===== src/rtl/hazard_controller_if.sv =====
// Pipeline-hazard bundle between the five-stage datapath and the hazard controller.
// The datapath side is master (drives register ids and stage status), the controller side is slave.
interface hazard_controller_if #(
  parameter int CNT_W = 16
);
  logic [4:0]       Rs1D;
  logic [4:0]       Rs2D;
  logic [4:0]       Rs1E;
  logic [4:0]       Rs2E;
  logic [4:0]       RdE;
  logic [4:0]       RdM;
  logic [4:0]       RdW;
  logic             RegWriteM;
  logic             RegWriteW;
  logic [1:0]       ResultSrcE;
  logic [1:0]       ResultSrcM;
  logic [1:0]       PCSrcE;
  logic             MemReqM;
  logic             MemReadyM;

  logic [1:0]       ForwardAE;
  logic [1:0]       ForwardBE;
  logic             StallF;
  logic             StallD;
  logic             StallE;
  logic             StallM;
  logic             FlushD;
  logic             FlushE;
  logic             FlushW;
  logic             mem_err;
  logic [CNT_W-1:0] stall_cnt;
  logic [CNT_W-1:0] flush_cnt;

  modport master (
    output Rs1D, Rs2D, Rs1E, Rs2E, RdE, RdM, RdW,
    output RegWriteM, RegWriteW, ResultSrcE, ResultSrcM, PCSrcE,
    output MemReqM, MemReadyM,
    input  ForwardAE, ForwardBE, StallF, StallD, StallE, StallM,
    input  FlushD, FlushE, FlushW, mem_err, stall_cnt, flush_cnt
  );

  modport slave (
    input  Rs1D, Rs2D, Rs1E, Rs2E, RdE, RdM, RdW,
    input  RegWriteM, RegWriteW, ResultSrcE, ResultSrcM, PCSrcE,
    input  MemReqM, MemReadyM,
    output ForwardAE, ForwardBE, StallF, StallD, StallE, StallM,
    output FlushD, FlushE, FlushW, mem_err, stall_cnt, flush_cnt
  );
endinterface


===== src/rtl/hazard_controller.sv =====
// Hazard unit for the five-stage RISC-V pipeline: operand forwarding, load-use stall,
// branch flush, data-memory wait freeze with timeout halt, and saturating stall/flush counters.
module hazard_controller #(
  parameter int TIMEOUT = 64,
  parameter int CNT_W   = 16
) (
  input  logic               clk,
  input  logic               rst,
  hazard_controller_if.slave hz
);

  localparam int              WC_W    = $clog2(TIMEOUT + 1);
  // A busy cycle seen with the counter here would bring it to TIMEOUT.
  localparam logic [WC_W-1:0] WC_LAST = WC_W'(TIMEOUT - 1);
  localparam logic [CNT_W-1:0] CNT_MAX = '1;

  typedef enum logic [1:0] {
    S_RUN  = 2'd0,
    S_WAIT = 2'd1,
    S_HALT = 2'd2
  } state_t;

  state_t           state_q, state_d;
  logic [WC_W-1:0]  wait_q, wait_d;
  logic [CNT_W-1:0] stall_cnt_q, stall_cnt_d;
  logic [CNT_W-1:0] flush_cnt_q, flush_cnt_d;

  logic lw_stall;
  logic redirect;
  logic mem_busy;
  logic stall_f, stall_d, stall_e, stall_m;
  logic flush_d, flush_e, flush_w;

  function automatic logic [1:0] fwd_select(
    input logic [4:0] rs,
    input logic       rw_m,
    input logic [4:0] rd_m,
    input logic [1:0] src_m,
    input logic       rw_w,
    input logic [4:0] rd_w
  );
    logic       m_hit;
    logic       w_hit;
    logic [1:0] sel;
    m_hit = rw_m && (rd_m != 5'd0) && (rd_m == rs);
    w_hit = rw_w && (rd_w != 5'd0) && (rd_w == rs);
    sel   = 2'b00;
    // Loads and PC+4 in M are never taken from M; the load-use stall puts them in W first.
    if (m_hit && (src_m == 2'b00)) begin
      sel = 2'b10;
    end else if (m_hit && (src_m == 2'b11)) begin
      sel = 2'b11;
    end else if (w_hit) begin
      sel = 2'b01;
    end
    return sel;
  endfunction

  logic [1:0][4:0] rs_e;
  logic [1:0][1:0] fwd_sel;

  assign rs_e = {hz.Rs2E, hz.Rs1E};

  genvar gi;
  generate
    for (gi = 0; gi < 2; gi++) begin : g_fwd
      assign fwd_sel[gi] = fwd_select(rs_e[gi], hz.RegWriteM, hz.RdM, hz.ResultSrcM,
                                      hz.RegWriteW, hz.RdW);
    end
  endgenerate

  assign lw_stall = ((hz.ResultSrcE == 2'b01) || (hz.ResultSrcE == 2'b10)) &&
                    (hz.RdE != 5'd0) &&
                    ((hz.RdE == hz.Rs1D) || (hz.RdE == hz.Rs2D));
  assign redirect = (hz.PCSrcE != 2'b00);
  assign mem_busy = hz.MemReqM && !hz.MemReadyM;

  always_ff @(posedge clk or negedge rst) begin
    if (!rst) begin
      state_q     <= S_RUN;
      wait_q      <= '0;
      stall_cnt_q <= '0;
      flush_cnt_q <= '0;
    end else begin
      state_q     <= state_d;
      wait_q      <= wait_d;
      stall_cnt_q <= stall_cnt_d;
      flush_cnt_q <= flush_cnt_d;
    end
  end

  always_comb begin
    state_d = state_q;
    wait_d  = wait_q;
    stall_f = 1'b0;
    stall_d = 1'b0;
    stall_e = 1'b0;
    stall_m = 1'b0;
    flush_d = 1'b0;
    flush_e = 1'b0;
    flush_w = 1'b0;

    unique case (state_q)
      S_RUN: begin
        if (mem_busy) begin
          state_d = S_WAIT;
          wait_d  = WC_W'(1);
        end
      end
      S_WAIT: begin
        if (!mem_busy) begin
          state_d = S_RUN;
          wait_d  = '0;
        end else begin
          wait_d = wait_q + 1'b1;
          if (wait_q >= WC_LAST) begin
            state_d = S_HALT;
          end
        end
      end
      S_HALT: begin
        state_d = S_HALT;
      end
      default: begin
        state_d = S_RUN;
        wait_d  = '0;
      end
    endcase

    // Controls are held inactive for as long as reset is asserted, not just from the next edge.
    if (rst) begin
      if ((state_q == S_HALT) || mem_busy) begin
        stall_f = 1'b1;
        stall_d = 1'b1;
        stall_e = 1'b1;
        stall_m = 1'b1;
        flush_w = 1'b1;
      end else if (redirect) begin
        flush_d = 1'b1;
        flush_e = 1'b1;
      end else if (lw_stall) begin
        stall_f = 1'b1;
        stall_d = 1'b1;
        flush_e = 1'b1;
      end
    end
  end

  always_comb begin
    stall_cnt_d = stall_cnt_q;
    flush_cnt_d = flush_cnt_q;
    if ((stall_f || stall_d || stall_e || stall_m) && (stall_cnt_q != CNT_MAX)) begin
      stall_cnt_d = stall_cnt_q + 1'b1;
    end
    if ((flush_d || flush_e) && (flush_cnt_q != CNT_MAX)) begin
      flush_cnt_d = flush_cnt_q + 1'b1;
    end
  end

  assign hz.ForwardAE = rst ? fwd_sel[0] : 2'b00;
  assign hz.ForwardBE = rst ? fwd_sel[1] : 2'b00;
  assign hz.StallF    = stall_f;
  assign hz.StallD    = stall_d;
  assign hz.StallE    = stall_e;
  assign hz.StallM    = stall_m;
  assign hz.FlushD    = flush_d;
  assign hz.FlushE    = flush_e;
  assign hz.FlushW    = flush_w;
  assign hz.mem_err   = (state_q == S_HALT);
  assign hz.stall_cnt = stall_cnt_q;
  assign hz.flush_cnt = flush_cnt_q;

endmodule


===== src/flat_wrapper.sv =====
// flat-port wrapper written by rule: the top's interface ports become plain ports
module hazard_controller_flat 
#(
  parameter int TIMEOUT = 64,
  parameter int CNT_W   = 16
)
  (clk, rst, hz_Rs1D, hz_Rs2D, hz_Rs1E, hz_Rs2E, hz_RdE, hz_RdM, hz_RdW, hz_RegWriteM, hz_RegWriteW, hz_ResultSrcE, hz_ResultSrcM, hz_PCSrcE, hz_MemReqM, hz_MemReadyM, hz_ForwardAE, hz_ForwardBE, hz_StallF, hz_StallD, hz_StallE, hz_StallM, hz_FlushD, hz_FlushE, hz_FlushW, hz_mem_err, hz_stall_cnt, hz_flush_cnt);
  hazard_controller_if #(.CNT_W(CNT_W)) hz_i ();
  input  logic clk;
  input  logic rst;
  input wire logic [$bits(hz_i.Rs1D)-1:0] hz_Rs1D;
  input wire logic [$bits(hz_i.Rs2D)-1:0] hz_Rs2D;
  input wire logic [$bits(hz_i.Rs1E)-1:0] hz_Rs1E;
  input wire logic [$bits(hz_i.Rs2E)-1:0] hz_Rs2E;
  input wire logic [$bits(hz_i.RdE)-1:0] hz_RdE;
  input wire logic [$bits(hz_i.RdM)-1:0] hz_RdM;
  input wire logic [$bits(hz_i.RdW)-1:0] hz_RdW;
  input wire logic [$bits(hz_i.RegWriteM)-1:0] hz_RegWriteM;
  input wire logic [$bits(hz_i.RegWriteW)-1:0] hz_RegWriteW;
  input wire logic [$bits(hz_i.ResultSrcE)-1:0] hz_ResultSrcE;
  input wire logic [$bits(hz_i.ResultSrcM)-1:0] hz_ResultSrcM;
  input wire logic [$bits(hz_i.PCSrcE)-1:0] hz_PCSrcE;
  input wire logic [$bits(hz_i.MemReqM)-1:0] hz_MemReqM;
  input wire logic [$bits(hz_i.MemReadyM)-1:0] hz_MemReadyM;
  output wire logic [$bits(hz_i.ForwardAE)-1:0] hz_ForwardAE;
  output wire logic [$bits(hz_i.ForwardBE)-1:0] hz_ForwardBE;
  output wire logic [$bits(hz_i.StallF)-1:0] hz_StallF;
  output wire logic [$bits(hz_i.StallD)-1:0] hz_StallD;
  output wire logic [$bits(hz_i.StallE)-1:0] hz_StallE;
  output wire logic [$bits(hz_i.StallM)-1:0] hz_StallM;
  output wire logic [$bits(hz_i.FlushD)-1:0] hz_FlushD;
  output wire logic [$bits(hz_i.FlushE)-1:0] hz_FlushE;
  output wire logic [$bits(hz_i.FlushW)-1:0] hz_FlushW;
  output wire logic [$bits(hz_i.mem_err)-1:0] hz_mem_err;
  output wire logic [$bits(hz_i.stall_cnt)-1:0] hz_stall_cnt;
  output wire logic [$bits(hz_i.flush_cnt)-1:0] hz_flush_cnt;
  assign hz_i.Rs1D = hz_Rs1D;
  assign hz_i.Rs2D = hz_Rs2D;
  assign hz_i.Rs1E = hz_Rs1E;
  assign hz_i.Rs2E = hz_Rs2E;
  assign hz_i.RdE = hz_RdE;
  assign hz_i.RdM = hz_RdM;
  assign hz_i.RdW = hz_RdW;
  assign hz_i.RegWriteM = hz_RegWriteM;
  assign hz_i.RegWriteW = hz_RegWriteW;
  assign hz_i.ResultSrcE = hz_ResultSrcE;
  assign hz_i.ResultSrcM = hz_ResultSrcM;
  assign hz_i.PCSrcE = hz_PCSrcE;
  assign hz_i.MemReqM = hz_MemReqM;
  assign hz_i.MemReadyM = hz_MemReadyM;
  assign hz_ForwardAE = hz_i.ForwardAE;
  assign hz_ForwardBE = hz_i.ForwardBE;
  assign hz_StallF = hz_i.StallF;
  assign hz_StallD = hz_i.StallD;
  assign hz_StallE = hz_i.StallE;
  assign hz_StallM = hz_i.StallM;
  assign hz_FlushD = hz_i.FlushD;
  assign hz_FlushE = hz_i.FlushE;
  assign hz_FlushW = hz_i.FlushW;
  assign hz_mem_err = hz_i.mem_err;
  assign hz_stall_cnt = hz_i.stall_cnt;
  assign hz_flush_cnt = hz_i.flush_cnt;
  hazard_controller #(.TIMEOUT(TIMEOUT), .CNT_W(CNT_W)) u_core (.clk(clk), .rst(rst), .hz(hz_i));
endmodule

===== config.mk =====
export PLATFORM = sky130hd
export DESIGN_NAME = hazard_controller_flat
export DESIGN_NICKNAME = d
export VERILOG_FILES = /design/src/rtl/hazard_controller_if.sv /design/src/rtl/hazard_controller.sv /design/src/flat_wrapper.sv
export SDC_FILE = /design/constraint.sdc
export NUM_CORES = 1
export LEC_CHECK = 0
export ABC_AREA = 1
export CAP_MARGIN = 5
export CORE_ASPECT_RATIO = 0.9
export CORE_UTILIZATION = 48
export DETAILED_ROUTE_END_ITERATION = 12
export PLACE_DENSITY = 0.81
export REMOVE_ABC_BUFFERS = 1
export SLEW_MARGIN = 20
export SYNTH_ARGS = -nofsm -noshare
export SYNTH_HDL_FRONTEND = slang
export SYNTH_SLANG_ARGS = --single-unit

===== constraint.sdc =====
create_clock -name clk -period 1.95 [get_ports clk]
set_input_delay 0.195 -clock clk [delete_from_list [all_inputs] [get_ports clk]]
set_output_delay 0.195 -clock clk [all_outputs]
set_load 0.01 [all_outputs]

==> flow_metrics.py, run 1 <==
metrics = {
    "yosys": {
        "postSynthAreaPerCell_sq_um": 7.05,
        "syn_area_sq_um": 3050,
        "ys_ff_latch": 41,
        "seq_area_frac_synth": 0.337,
        "yosysUniqueCellTypes": 27,
        "synth_top_cell_by_area": "dfrtp_1",
        "yosysWarnings": 0,
        "netlist.area_leader.share": 0.337,
        "syn_inst": 432,
        "ys_top_cells_by_area": "dfrtp_1 (34%), nand2_1 (16%), nand3_1 (9.7%), xnor2_1 (7.8%), inv_1 (6.4%)",
    },
    "sta": {
        "clock_skew_ps": 4.23,
        "report.final.slew_viol_count": 0,
        "layout_setup_ws_ps": 27.1,
        "setup_tns_ps": 0,
        "final_hold_viol_count": 0,
        "final-setup-viol-count": 0,
        "finalCriticalPeriod_ps": 1920,
        "tightest_slew_ps": 510,
        "slew_headroom": 0.660,
        "hold_ws_ps": 523,
        "fin_crit_sh": 0.986,
        "clock.fmax_mhz": 520,
        "rsz0062_at_grt": "yes",
    },
    "min_path": {
        "holdCritPathClass": "in -> async",
    },
    "clocking": {
        "clk_latency_ps": 300,
        "h-tree-depth": 2,
        "cts_tree": "yes",
        "cts.sinks": 41,
        "cts_made_buffers": 5,
        "clk_path_buf_depth": 2,
        "clockRootBuffer": "clkbuf_8",
        "path_clk_slew_ps": 80,
    },
    "grt": {
        "grt_max_degree": 42,
        "grt-ovfl-total": 0,
        "grt_pass1_vias": 2917,
        "antenna_found_initial": 0,
        "grt_pass1_wl_mm": 12.6,
        "grt.total_usage": 0.235,
    },
    "power": {
        "powerDensity_nw_per_um2": 620,
        "finalPower_w": 0.00263,
        "leakage_nw": 2.12,
        "vdd_drop_max_mv": 0.703,
    },
    "setup_path": {
        "rr_startpoint": "u_core.hz.stall_cnt[0]$_DFFE_PN0P_",
        "endpoint": "hz_ForwardAE[0]",
        "cp.required_ps": 1750,
        "crit_buf_inv": 2,
        "setup.worst_path.end_class": "primary output",
        "crit_cells": 9,
        "ff2ff_setup_slack_ps": 200,
        "cp_top_family": "buffers and inverters",
        "critPathLaunchType": "primary input",
        "r2r_end": "u_core.hz.stall_cnt[12]$_DFFE_PN0P_",
        "crit_type": "in -> out",
        "cp_cell_sequence": "clkdlybuf4s50_1 -> nor2_1 -> nand3_1 -> nand2_2 -> nor3_4 -> nand3_1 -> o21bai_1 -> nor2_1 -> dlygate4sd2_1",
        "slowest_delay_ps": 500,
        "path_max_fanout": 2,
        "arrival_ps": 1730,
        "critPathLaunch": "hz_RdM[3]",
        "reg2regPathDepth": 8,
        "cp_slowest_cell": "clkdlybuf4s50_1",
    },
    "drt": {
        "drt-total-wl_mm": 7.60,
        "wl_per_cell_um": 12.1,
        "drtPass1Iterations": 4,
        "num_vias": 3105,
        "detail_route.iter0.violations": 101,
        "final_antenna_net_count": 0,
        "via_per_inst": 4.94,
        "route.detailed.drc": 0,
    },
    "placement": {
        "gp_congestion": 0.878,
        "dp_hpwl_mm": 5.86,
        "dpl-instance-area_sq_um": 4120,
        "io_buffers": 90,
        "dp_worst_setup_slack_ps": -377,
    },
    "finish": {
        "fin_nets": 590,
        "drive_above_1_share": 0.0924,
        "ff_latch_area_sq_um": 1030,
        "multi_input_area_sq_um": 1800,
        "nFillCells": 525,
        "area_growth_pct": 39.4,
        "design_area_sq_um": 4250,
        "antenna_cells": 0,
    },
    "die": {
        "dieWidth_um": 86.0,
        "coreArea_sq_um": 6110,
        "rows": 27,
        "ios": 91,
        "start_util": 0.498,
        "dieArea_sq_um": 6670,
        "die_y_um": 77.6,
    },
    "flow_run": {
        "drv_cap": 0,
    },
    "run_status": {
        "outcome": "finished, final reports clean",
    },
}
-- cells in the mapped netlist (all sizes together) --
cell    instances
buf             9
nor4            1
o21bai          2
a21oi           4
a32o            1
o21ai           5
xnor2          27
nand3          59
a22o            1
nor3b           1
nand4          10
or2             2
xor2           22
nand2         132
dfrtp          41
o22ai           2
nor3            9
ha              3
inv            52
nor2           47
a211oi          2
-- layout by cell type (no fill, tap or decap), types with 2 or more instances in the layout --
master,count
ha_1,3
clkinv_2,2
clkbuf_2,5
o21bai_1,2
nand4_4,2
buf_4,18
nand4_1,8
dfrtp_1,41
nor2_2,2
clkbuf_8,5
inv_1,52
nand2_4,2
nor3_4,2
nor2_1,45
nand3_1,59
o22ai_1,2
xnor2_1,27
nand2_2,3
dlygate4sd2_1,10
nand2_1,126
or2_2,2
a21oi_1,4
o21ai_0,5
dlymetal6s2s_1,4
xor2_1,22
nor3_1,6
clkdlybuf4s50_1,69
-- state kept, by name, summed over array words and instances, names as in the netlist --
name                 flops
u_core.state_q           2
u_core.hz.stall_cnt     16
u_core.hz.flush_cnt     16
u_core.wait_q            7
-- how the worst min path moves through the flow --
stage	startpoint	to	slack [ps]	cells after the start
after global routing	u_core.state_q[0]$_DFFE_PN0P_	u_core.state_q[0]$_DFFE_PN0P_	570	1
after CTS	rst	u_core.hz.flush_cnt[4]$_DFFE_PN0P_	530	3
after floorplan	rst	u_core.hz.flush_cnt[0]$_DFFE_PN0P_	-100	0
after global placement	rst	u_core.hz.flush_cnt[1]$_DFFE_PN0P_	310	2
after detailed placement	rst	u_core.state_q[1]$_DFFE_PN0P_	310	2
final	rst	u_core.hz.flush_cnt[4]$_DFFE_PN0P_	520	3
-- layout make-up --
| cell class | instances | area share |
|---|---|---|
| Sequential cell | 41 | 0.242 |
| Clock inverter | 2 | 0.00236 |
| Multi-Input combinational cell | 330 | 0.424 |
| Inverter | 52 | 0.0460 |
| Tap cell | 87 | 0.0256 |
| Clock buffer | 6 | 0.0171 |
| Timing Repair Buffer | 110 | 0.243 |
-- worst reg2reg max path, cell delays in order (launching register included) --
cell and delay [ps]:
dfrtp_1 420, ha_1 230, nand3_1 170, nor3_4 290, nand3_1 120, nor3_1 230
nand2_1 80, nand2_1 60, nand2_1 50
-- stage by stage --
step | utilization | std cells
2_1_floorplan | - | 423
3_3_place_gp | 0.674 | 618
3_5_place_dp | 0.674 | 618
4_1_cts | 0.687 | 627
5_1_grt | 0.694 | 628
6_report | 0.694 | 628
-- timing repair --
item	CTS	global route
hold buffers	1	0
pin swaps	2	6
setup buffers	0	1
setup endpoints to repair	11	24
endpoints found under the hold margin	41	0
gates resized for setup	19	21
-- kinds of logic after synthesis --
logic type / count (synthesis) / share of synthesized area
adders and majority gates: 3 / 0.0123
DFF: 41 / 0.337
buffers and inverters: 61 / 0.0862
AOI/OAI and AO/OA: 17 / 0.0349
xor gates and xnor gates: 49 / 0.141
and+or+nand+nor: 261 / 0.389
-- where the power goes --
part | total, W | switching (W) | internal [W]
Combinational | 0.000954 | 0.000469 | 0.000485
Sequential | 0.00113 | 0.000168 | 0.000964
Clock | 0.000548 | 0.000300 | 0.000248
-- per-layer routing --
| layer | global-route usage | wire length, um |
|---|---|---|
| met2 | 0.415 | 3690 |
| met5 | 0 | 0 |
| met1 | 0.288 | 3380 |
| met4 | 0.0733 | 129 |
| met3 | 0.0436 | 391 |
No activity file was read; power rests on OpenSTA's default activity.
==> run 2, diff against run 1 <==
--- a/config.mk
+++ b/config.mk
@@ -9,6 +9,7 @@
 export CAP_MARGIN = 5
 export CORE_ASPECT_RATIO = 0.9
 export CORE_UTILIZATION = 48
+export CTS_CLUSTER_DIAMETER = 30
 export DETAILED_ROUTE_END_ITERATION = 12
 export PLACE_DENSITY = 0.81
 export REMOVE_ABC_BUFFERS = 1
==> results of run 2 <==
No change in the layout: final DEF, timing and power equal those of run 1.
==> run 3, diff against run 2 <==
--- a/config.mk
+++ b/config.mk
@@ -11,7 +11,7 @@
 export CORE_UTILIZATION = 48
 export CTS_CLUSTER_DIAMETER = 30
 export DETAILED_ROUTE_END_ITERATION = 12
-export PLACE_DENSITY = 0.81
+export PLACE_DENSITY = 0.92
 export REMOVE_ABC_BUFFERS = 1
 export SLEW_MARGIN = 20
 export SYNTH_ARGS = -nofsm -noshare
==> run 3 against run 2 <==
Design area about the same. Combinational power up 3.0%. Sequential power about the same. Non-clock buffer count up 1. Register-to-register slack worse by 50 ps. Critical endpoint unchanged. Largest cell class unchanged.
==> flow_metrics.py, run 3 (synthesis gave the netlist of run 1 again) <==
metrics = {
    "finish": {
        "stdcell_count": 629,
        "ff_latch_area_sq_um": 1030,
        "drive_above_1_share": 0.0941,
        "nFillCells": 472,
        "antenna_cells": 0,
        "design_area_sq_um": 4240,
        "multi_input_area_sq_um": 1780,
        "most-common-layout-cells": "nand2_1 (127), clkdlybuf4s50_1 (71), nand3_1 (59), inv_1 (52), nor2_1 (46)",
        "layout_commonest_cell": "nand2_1",
        "area_growth_pct": 39.3,
        "fin_nets": 591,
    },
    "sta": {
        "clock_skew_ps": 7.91,
        "tightest_slew_ps": 513,
        "slew_headroom": 0.658,
        "report.final.slew_viol_count": 0,
        "final-setup-viol-count": 0,
        "rsz0062_at_grt": "yes",
        "layout_setup_ws_ps": 65.9,
        "final_hold_viol_count": 0,
        "fin_crit_sh": 0.966,
        "clock.fmax_mhz": 531,
        "finalCriticalPeriod_ps": 1880,
    },
    "setup_path": {
        "cp_top_family": "buffers and inverters",
        "cp.required_ps": 1750,
        "slowest_delay_ps": 490,
        "crit_buf_inv": 4,
        "setup.worst_path.end_class": "primary output",
        "crit_type": "in -> out",
        "critPathLaunchType": "primary input",
        "arrival_ps": 1690,
        "cp_slowest_cell": "clkdlybuf4s50_1",
        "ff2ff_setup_slack_ps": 150,
        "cp_cell_sequence": "clkdlybuf4s50_1 -> inv_1 -> or2_2 -> nand4_1 -> nor2_1 -> nand4_1 -> nand2_1 -> inv_1 -> nor2_1 -> dlygate4sd2_1",
        "path_max_fanout": 3,
    },
    "drt": {
        "final_antenna_net_count": 0,
        "via_per_inst": 5.01,
        "detail_route.iter0.violations": 178,
        "route.detailed.drc": 0,
        "drtPass1Iterations": 7,
        "num_vias": 3151,
        "wl_per_cell_um": 12.7,
        "drt-total-wl_mm": 7.98,
    },
    "grt": {
        "antenna_found_initial": 0,
        "grt-ovfl-total": 0,
        "grt.total_usage": 0.248,
        "grt_pass1_vias": 3036,
        "grt_max_degree": 42,
        "grt_pass1_wl_mm": 13.3,
    },
    "clocking": {
        "h-tree-depth": 2,
        "clockRootBuffer": "clkbuf_8",
        "path_clk_slew_ps": 80,
        "clk_latency_ps": 300,
        "cts-hold-fix-buffers": 0,
        "cts_made_buffers": 5,
        "clk_path_buf_depth": 2,
        "cts.sinks": 41,
        "cts_tree": "yes",
    },
    "placement": {
        "dp_worst_setup_slack_ps": -378,
        "dp_hpwl_mm": 6.14,
        "dpl-instance-area_sq_um": 4150,
        "io_buffers": 90,
        "gp_congestion": 0.908,
        "place_inst": 620,
    },
    "flow_run": {
        "drv_cap": 0,
    },
    "power": {
        "powerDensity_nw_per_um2": 627,
        "vdd_drop_max_mv": 0.807,
        "leakage_nw": 2.12,
    },
    "die": {
        "dieArea_sq_um": 6670,
        "rows": 27,
        "dieWidth_um": 86.0,
        "ios": 91,
        "die_y_um": 77.6,
        "start_util": 0.498,
        "coreArea_sq_um": 6110,
    },
    "run_status": {
        "outcome": "finished, final reports clean",
    },
    "min_path": {
        "holdCritPathClass": "in -> async",
    },
}
## run 3: changes by cell type in the layout (fill, tap and decap cells not counted), sizes merged
cell | before | now
dlygate4sd2 | 10 | 9
clkdlybuf4s50 | 69 | 71
clkbuf | 11 | 9
buf | 20 | 22
dlygate4sd3 | 1 | 0
clkinvlp | 0 | 1
## run 3: layer usage
metal | global-route usage | vias up | part of all wire
met5 | 0 | - | 0
met4 | 0.0733 | 0 | 0.017
met3 | 0.0436 | 15 | 0.061
met2 | 0.451 | 102 | 0.50
met1 | 0.297 | 1445 | 0.42
li1 | - | 1589 | -
## run 3: stage by stage
| step | setup TNS, ps | util | total power [W] | hold slack (ps) |
|---|---|---|---|---|
| 2_1_floorplan | -1040 | - | 0.00157 | -101 |
| 3_3_place_gp | -1760 | 0.678 | 0.00207 | 335 |
| 5_1_grt | -58.9 | 0.694 | 0.00284 | 43.1 |
| 6_report | 0 | 0.694 | 0.00266 | 2.97 |
| 4_1_cts | 0 | 0.691 | 0.00268 | 13.5 |
| 3_5_place_dp | -3420 | 0.678 | 0.00213 | 341 |
## run 3: final timing paths
check / end / start / cells after the start
worst min register to register: u_core.hz.stall_cnt[13]$_DFFE_PN0P_ / u_core.hz.stall_cnt[13]$_DFFE_PN0P_ / 2
min in group clk: u_core.hz.stall_cnt[13]$_DFFE_PN0P_ / u_core.hz.stall_cnt[13]$_DFFE_PN0P_ / 2
worst min-delay path: u_core.wait_q[5]$_DFFE_PN0P_ / rst / 2
max in group asynchronous: u_core.hz.stall_cnt[0]$_DFFE_PN0P_ / rst / 2
worst max register to register: u_core.hz.stall_cnt[9]$_DFFE_PN0P_ / u_core.hz.stall_cnt[1]$_DFFE_PN0P_ / 7
worst max-delay path: hz_ForwardAE[0] / hz_RdW[1] / 10
## run 3: area by class of cell
type,instances,area share
Tap cell,87,0.0257
Clock buffer,5,0.0162
Timing Repair Buffer,111,0.246
Multi-Input combinational cell,330,0.420
Sequential cell,41,0.242
Clock inverter,3,0.00413
Inverter,52,0.0460
## run 3: what timing repair did
action,in CTS,in global routing
gates resized for setup,17,16
setup buffers,0,1
endpoints found under the setup margin,11,20
pin swaps,2,5
## run 3: power by group
group          internal [W]  switching (W)
clock              0.000247       0.000307
sequential         0.000966       0.000158
combinational      0.000497       0.000485
